### src/rtl/mips_pkg.sv
// Shared MIPS core definitions: fetch-stage state encoding, PC step and default widths.
package mips_pkg;

    localparam int ADDR_W_DEF = 32;
    localparam int INST_W_DEF = 32;
    localparam int PC_INC     = 4;

    typedef enum logic [1:0] {
        FETCH = 2'd0,
        HOLD  = 2'd1,
        DROP  = 2'd2
    } fetch_state_t;

endpackage

### src/rtl/mips_fetch_unit.sv
// Instruction-fetch stage: owns the PC, talks to a wait-state instruction memory and
// buffers one instruction for decode. MIPS_FETCH_ALIGN_CHECK_EN rejects misaligned redirects.
module mips_fetch_unit
    import mips_pkg::*;
#(
    parameter int ADDR_W = ADDR_W_DEF,
    parameter int INST_W = INST_W_DEF,
    parameter logic [ADDR_W-1:0] RESET_PC = '0
) (
    input  logic              clk,
    input  logic              reset,
    output logic              imem_req,
    output logic [ADDR_W-1:0] imem_addr,
    input  logic              imem_ack,
    input  logic [INST_W-1:0] imem_rdata,
    output logic              inst_valid,
    input  logic              inst_ready,
    output logic [INST_W-1:0] inst,
    output logic [ADDR_W-1:0] inst_pc,
    output logic [ADDR_W-1:0] inst_pc4,
    input  logic              redirect,
    input  logic [ADDR_W-1:0] redirect_pc,
    output logic              misaligned
);

    localparam logic [ADDR_W-1:0] STEP = ADDR_W'(PC_INC);

    fetch_state_t      state, state_next;
    logic [ADDR_W-1:0] pc, pc_next;
    logic [ADDR_W-1:0] tgt, tgt_next;
    logic              load_buf;
    logic              redir_ok;
    logic [ADDR_W-1:0] redir_tgt;

`ifdef MIPS_FETCH_ALIGN_CHECK_EN
    logic misaligned_q;

    assign redir_ok  = redirect && (redirect_pc[1:0] == 2'b00);
    assign redir_tgt = redirect_pc;

    always_ff @(posedge clk) begin
        if (reset) misaligned_q <= 1'b0;
        else       misaligned_q <= redirect && (redirect_pc[1:0] != 2'b00);
    end

    assign misaligned = misaligned_q;
`else
    logic unused_redirect_low;

    assign redir_ok            = redirect;
    assign redir_tgt           = {redirect_pc[ADDR_W-1:2], 2'b00};
    assign unused_redirect_low = ^redirect_pc[1:0];
    assign misaligned          = 1'b0;
`endif

    // The request never depends on this cycle's inputs, so an open request cannot be retracted.
    assign imem_req   = !reset && (state != HOLD);
    assign imem_addr  = pc;
    assign inst_valid = (state == HOLD);
    assign inst_pc4   = inst_pc + STEP;

    always_comb begin
        state_next = state;
        pc_next    = pc;
        tgt_next   = tgt;
        load_buf   = 1'b0;
        case (state)
            FETCH: begin
                if (imem_ack && !redir_ok) begin
                    load_buf   = 1'b1;
                    pc_next    = pc + STEP;
                    state_next = HOLD;
                end else if (imem_ack) begin
                    pc_next = redir_tgt;
                end else if (redir_ok) begin
                    tgt_next   = redir_tgt;
                    state_next = DROP;
                end
            end
            HOLD: begin
                if (redir_ok) begin
                    pc_next    = redir_tgt;
                    state_next = FETCH;
                end else if (inst_ready) begin
                    state_next = FETCH;
                end
            end
            DROP: begin
                // Stale request still open: newest redirect target wins once it completes.
                if (redir_ok) tgt_next = redir_tgt;
                if (imem_ack) begin
                    pc_next    = redir_ok ? redir_tgt : tgt;
                    state_next = FETCH;
                end
            end
            default: state_next = FETCH;
        endcase
    end

    always_ff @(posedge clk) begin
        if (reset) begin
            state   <= FETCH;
            pc      <= {RESET_PC[ADDR_W-1:2], 2'b00};
            tgt     <= '0;
            inst    <= '0;
            inst_pc <= '0;
        end else begin
            state <= state_next;
            pc    <= pc_next;
            tgt   <= tgt_next;
            if (load_buf) begin
                inst    <= imem_rdata;
                inst_pc <= pc;
            end
        end
    end

endmodule

### config.mk
export PLATFORM = sky130hd
export DESIGN_NAME = mips_fetch_unit
export DESIGN_NICKNAME = d
export VERILOG_FILES = /design/src/rtl/mips_pkg.sv /design/src/rtl/mips_fetch_unit.sv
export SDC_FILE = /design/constraint.sdc
export NUM_CORES = 1
export LEC_CHECK = 0
export CAP_MARGIN = 5
export CORE_ASPECT_RATIO = 0.75
export CORE_MARGIN = 2
export CORE_UTILIZATION = 40
export CTS_CLUSTER_DIAMETER = 200
export DETAILED_ROUTE_END_ITERATION = 7
export PLACE_DENSITY = 0.8
export SLEW_MARGIN = 25
export SYNTH_ARGS = -nofsm -noshare
export SYNTH_HDL_FRONTEND = slang
export SYNTH_SLANG_ARGS = --single-unit
### constraint.sdc
create_clock -name clk -period 2.65 [get_ports clk]
set_clock_uncertainty 0.05 [all_clocks]
set_input_delay 0.53 -clock clk [delete_from_list [all_inputs] [get_ports clk]]
set_output_delay 0.53 -clock clk [all_outputs]
set_load 0.01 [all_outputs]
### Word level (Yosys, flattened, before mapping)

Cells that the tools add are included.

| cells by class | value |
|---|---|
| equal/unequal tests | 11 |
| reductions and logical operators | 10 |
| multiplexer cells | 18 |
| add/subtract/negate cells | 2 |

Operator list:

| kind | number |
|---|---|
| 32-bit 2-to-1 mux | 7 |
| 32-bit case mux with 3 select lines | 1 |
| 32-bit by 3-bit adder with 32-bit output (second input constant) | 2 |
| 32-bit case mux with 2 select lines | 1 |
| 2-bit 2-to-1 mux | 6 |
| 3-bit inequality test (second input constant) | 3 |
| 4-bit AND reduction | 2 |
| 2-bit inequality test (second input constant) | 3 |
| 2-bit case mux with 3 select lines | 1 |
| 2-bit by 1-bit inequality test with 1-bit output (second input constant) | 2 |
| 3-bit by 1-bit inequality test with 1-bit output (second input constant) | 1 |
| 3-bit AND reduction | 1 |
| 3-bit nonzero test | 1 |
| 2-bit by 1-bit == test with 1-bit output (second input constant) | 1 |
| 2-bit == test (second input constant) | 1 |
| 1-bit logical AND | 2 |
| 1-bit zero test | 2 |
| 2-bit zero test | 1 |
| 1-bit 2-to-1 mux | 2 |
| 2-bit nonzero test | 1 |

| word-level totals | value |
|---|---|
| output and inout port bits | 131 |
| word-level logic and storage cells | 46 |
| bits in registers | 130 |

### Logic depth before layout (Yosys ltp)

| logic depth | value |
|---|---|
| depth in word-level cells | 4 |
| mapped depth | 10 |
| depth with buffers taken out | 7 |

### Worst setup path before layout

Ideal clock, no wire load.

| timing | value |
|---|---|
| kind | flip-flop to flip-flop |
| start point | reg pc[2], in the netlist imem_addr[2] |
| end point | reg pc[20], in the netlist imem_addr[20] |
| cell stages (with the launch flop) | 7 |
| period minus slack after synthesis | 2.456 ns |
| library setup time | 0.080 ns |
| path buffers | 0 |
| path slack | 0.194 ns |
| required time | 2.520 ns |
| arrival time | 2.326 ns |
| cells stage by stage | dfxtp_1 -> ha_1 -> inv_1 -> or4_4 -> or4_1 -> a311o_1 -> a211oi_2 |

| between the ends | value |
|---|---|
| word-level cells in the longest chain between the ends | 3 |

RTL lines:

| what | RTL line | RTL |
|---|---|---|
| from (decl) | mips_fetch_unit.sv:29 | `logic [ADDR_W-1:0] pc, pc_next;` |
| from (signal assigned) | mips_fetch_unit.sv:103 | `pc <= {RESET_PC[ADDR_W-1:2], 2'b00};` |
| from (signal assigned) | mips_fetch_unit.sv:109 | `pc <= pc_next;` |
| 32-bit by 3-bit adder with 32-bit output | mips_fetch_unit.sv:71 | `pc_next = pc + STEP;` |
| 32-bit 2-to-1 mux | mips_fetch_unit.sv:69 | `if (imem_ack && !redir_ok) begin` |
| 32-bit case mux with 3 select lines | mips_fetch_unit.sv:67 | `case (state)` |

Every way passes these cells.
A chain may end at the register's enable or synchronous reset.

### Worst setup path after layout

| timing | value |
|---|---|
| start point | reg inst_pc[7] |
| end point | out inst_pc4[27] |

| between the ends | value |
|---|---|
| word-level cells in the longest chain between the ends | 1 |

RTL lines:

| what | RTL line | RTL |
|---|---|---|
| from (decl) | mips_fetch_unit.sv:19 | `output logic [ADDR_W-1:0] inst_pc,` |
| from (signal assigned) | mips_fetch_unit.sv:113 | `inst_pc <= pc;` |
| 32-bit by 3-bit adder with 32-bit output | mips_fetch_unit.sv:60 | `assign inst_pc4 = inst_pc + STEP;` |
| to (decl) | mips_fetch_unit.sv:20 | `output logic [ADDR_W-1:0] inst_pc4,` |

Every way passes these cells.

==> results.cfg <==
[global_route]
grt-ovfl-total = 0
antenna_found_initial = 0
grt_pass1_vias = 6272
grtUsageTotal = 0.241
grt_pass1_wl_um = 32800
grt_max_degree = 65

[detailed_routing]
vias_per_cell = 5.37
vias = 7029
drt-pass1-iter-count = 5
wirelength_um = 21300
wire_per_inst_um = 16.3
detail_route.iter0.violations = 534
ant_nets = 0
drc = 0

[floorplanning]
pin_count = 200
initial_core_util = 0.407
die_w_um = 151
fp-row-count = 40
coreArea_mm2 = 0.0159
dieArea_mm2 = 0.0173
die_h_um = 114

[setup_path]
critical_path_class = reg2out
cp_num_buf_inv = 2
slowest_delay_ns = 0.34
crit_family = simple AND/OR/NAND/NOR gates
crit_path_frequent_cell = and4_4
start_kind = flip-flop
cp.arrival_ns = 2.01
endpoint_kind = output pin
crit_fanout = 3
crit_chain = and4_4, and4_4, buf_4, nand3_2, nor2_2, xor2_1, clkdlybuf4s15_2
cp.required_ns = 2.07
cp_slowest_cell = dfxtp_1

[job]
maxCapViolCount = 0

[clock_network]
clock_latency_ns = 0.41
clockBufferDepth = 2
root_buffer = clkbuf_16
cts_num_sinks = 130
cts_buffers = 17
htree_levels = 4
cts_tree = built
clkTransAtPathRegs_ns = 0.05

[layout]
area.sequential_mm2 = 0.00260
final_cell_mix = 229 x nand2_1, 172 x clkdlybuf4s50_1, 130 x dfxtp_1
antenna_cells = 0
fin_nets = 1162
final_cell_area_mm2 = 0.00959
area_delta_synth_final_pct = 47.9
final_common_cell = nand2_1
fill_cells = 1446
multi_input_area_mm2 = 0.00359
layout-drive-gt1-share = 0.119

[yosys]
synth-seq-cells = 130
seq_area_frac_synth = 0.401
synth_enable_flop_cells = 0
synth_nets = 941
synth.distinct_cells = 58
yosysWarnings = 0
netlist_area_mm2 = 0.00648
syn_inst = 866
synthArstFlopShare = 0
syn_area_per_cell_um2 = 7.49
synthFlopType = dfxtp_1

[hold_path]
hold_class = reg2reg

[power]
ir_drop_v = 0.000469
p_leak_nw = 3.63
power_density_mw_per_mm2 = 622

[sta]
max_freq_ghz = 0.386
slew_violations = 0
min_period_ns = 2.59
tns_ns = 0
rsz0062_at_grt = true
tightestPinTransition_ns = 0.858
slew_headroom = 0.420
setup_viol = 0
layout_setup_ws_ns = 0.0577
hold_violations = 0
fin_crit_sh = 0.978

[placed_design]
dpl.hpwl_um = 15500
gp_congestion = 0.854
io_buffers = 196
place_ws_ns = 0.0286
place_area_mm2 = 0.00903

[outcome]
status = complete, no violations
[flip-flops by register name, indices dropped and copies added (netlist names)]
name	cells
imem_addr	32
inst	32
inst_pc	32
tgt	32
state	2
[worst reg2reg max path: stages (launching register included)]
cell	delay (ns)
dfxtp_1	0.36
inv_1	0.09
ha_1	0.35
nand2b_1	0.14
a21oi_1	0.13
o311ai_0	0.78
o21ai_1	0.15
a211oi_1	0.25
[logic make-up (layout without fill, tap and decap cells)]
family / Yosys count / count (layout) / share of synthesized area
XOR/XNOR: 39 / 39 / 0.0527
AND/OR/NAND/NOR: 390 / 390 / 0.271
flip-flops: 130 / 130 / 0.401
buffers and inverters: 85 / 317 / 0.0523
multiplexers: 1 / 1 / 0.00154
other: 1 / 1 / 0.000578
AO/OA/AOI/OAI: 214 / 214 / 0.209
adder cells (fa/ha/maj): 6 / 6 / 0.0116
[cell type report]
type | instances | share of cell area
clock buffers | 24 | 0.0513
well taps | 210 | 0.0274
inverters | 15 | 0.00587
multi-input cells | 651 | 0.374
clock inverters | 6 | 0.00574
flip-flops and latches | 130 | 0.271
repair buffers | 272 | 0.264
[synth_stat cells, drive strengths merged (2+ instances only)]
cell type    n  area [µm²]
a221oi      19         166
xor2        13         114
a311o        2        20.0
o31ai        2        15.0
or4          3        26.3
and2         4        25.0
o211ai       5        37.5
a311oi       3        26.3
nand2      231         867
a211o        7        61.3
nor2        52         195
a31oi        5        31.3
ha           6        75.1
clkbuf      53         199
nor2b        2        12.5
nand3       27         135
and3         9        56.3
xnor2       26         228
and4         9        78.8
nand4       15         109
inv         15        56.3
a21o         4        30.0
nor4         8        68.8
nand2b       8        50.1
nor3b        4        30.0
a2111oi      6        60.1
a32oi        3        26.3
a211oi      18         140
buf         17        83.8
or3          5        31.3
o311ai       3        26.3
a21oi      117         586
o21ai       13        65.1
dfxtp      130        2600
nor3        10        50.1
[layer usage]
metal / global-route usage / vias up / part of all wire
met5: 0 / - / 0
li1: - / 3460 / -
met4: 0.0648 / 0 / 0.014
met2: 0.366 / 315 / 0.44
met1: 0.341 / 3235 / 0.46
met3: 0.0610 / 19 / 0.093
[metrics by stage]
stage	cells	utilization	power, mW	hold slack [ns]
3_5_place_dp	1278	0.567	3.80	0.396
5_1_grt	1308	0.603	6.23	0.416
3_3_place_gp	1278	0.567	3.77	0.391
2_1_floorplan	866	-	3.04	0.382
6_report	1308	0.603	5.96	0.403
4_1_cts	1308	0.602	5.98	0.403
[power breakdown]
part | internal, mW | switching (mW)
logic | 0.702 | 0.788
registers | 2.12 | 0.165
clock network | 1.37 | 0.816
[what timing repair did]
item,CTS,global route
resized for setup,32,12
setup buffers,0,0
endpoints found under the setup margin,23,9
pin swaps,0,1
hold buffers,0,0
[final timing paths]
check	slack, ns	cells past startpoint	startpoint	end
hold / removal	0.40	2	inst[9]$_SDFFE_PP0P_	inst[9]$_SDFFE_PP0P_
hold reg to reg	0.40	2	inst[9]$_SDFFE_PP0P_	inst[9]$_SDFFE_PP0P_
setup reg to reg	0.27	7	state[1]$_SDFFE_PP0P_	imem_addr[13]$_SDFFE_PP0P_
setup / recovery	0.06	7	inst_pc[7]$_SDFFE_PP0P_	inst_pc4[27]
Power figures use the tool's default switching activity.
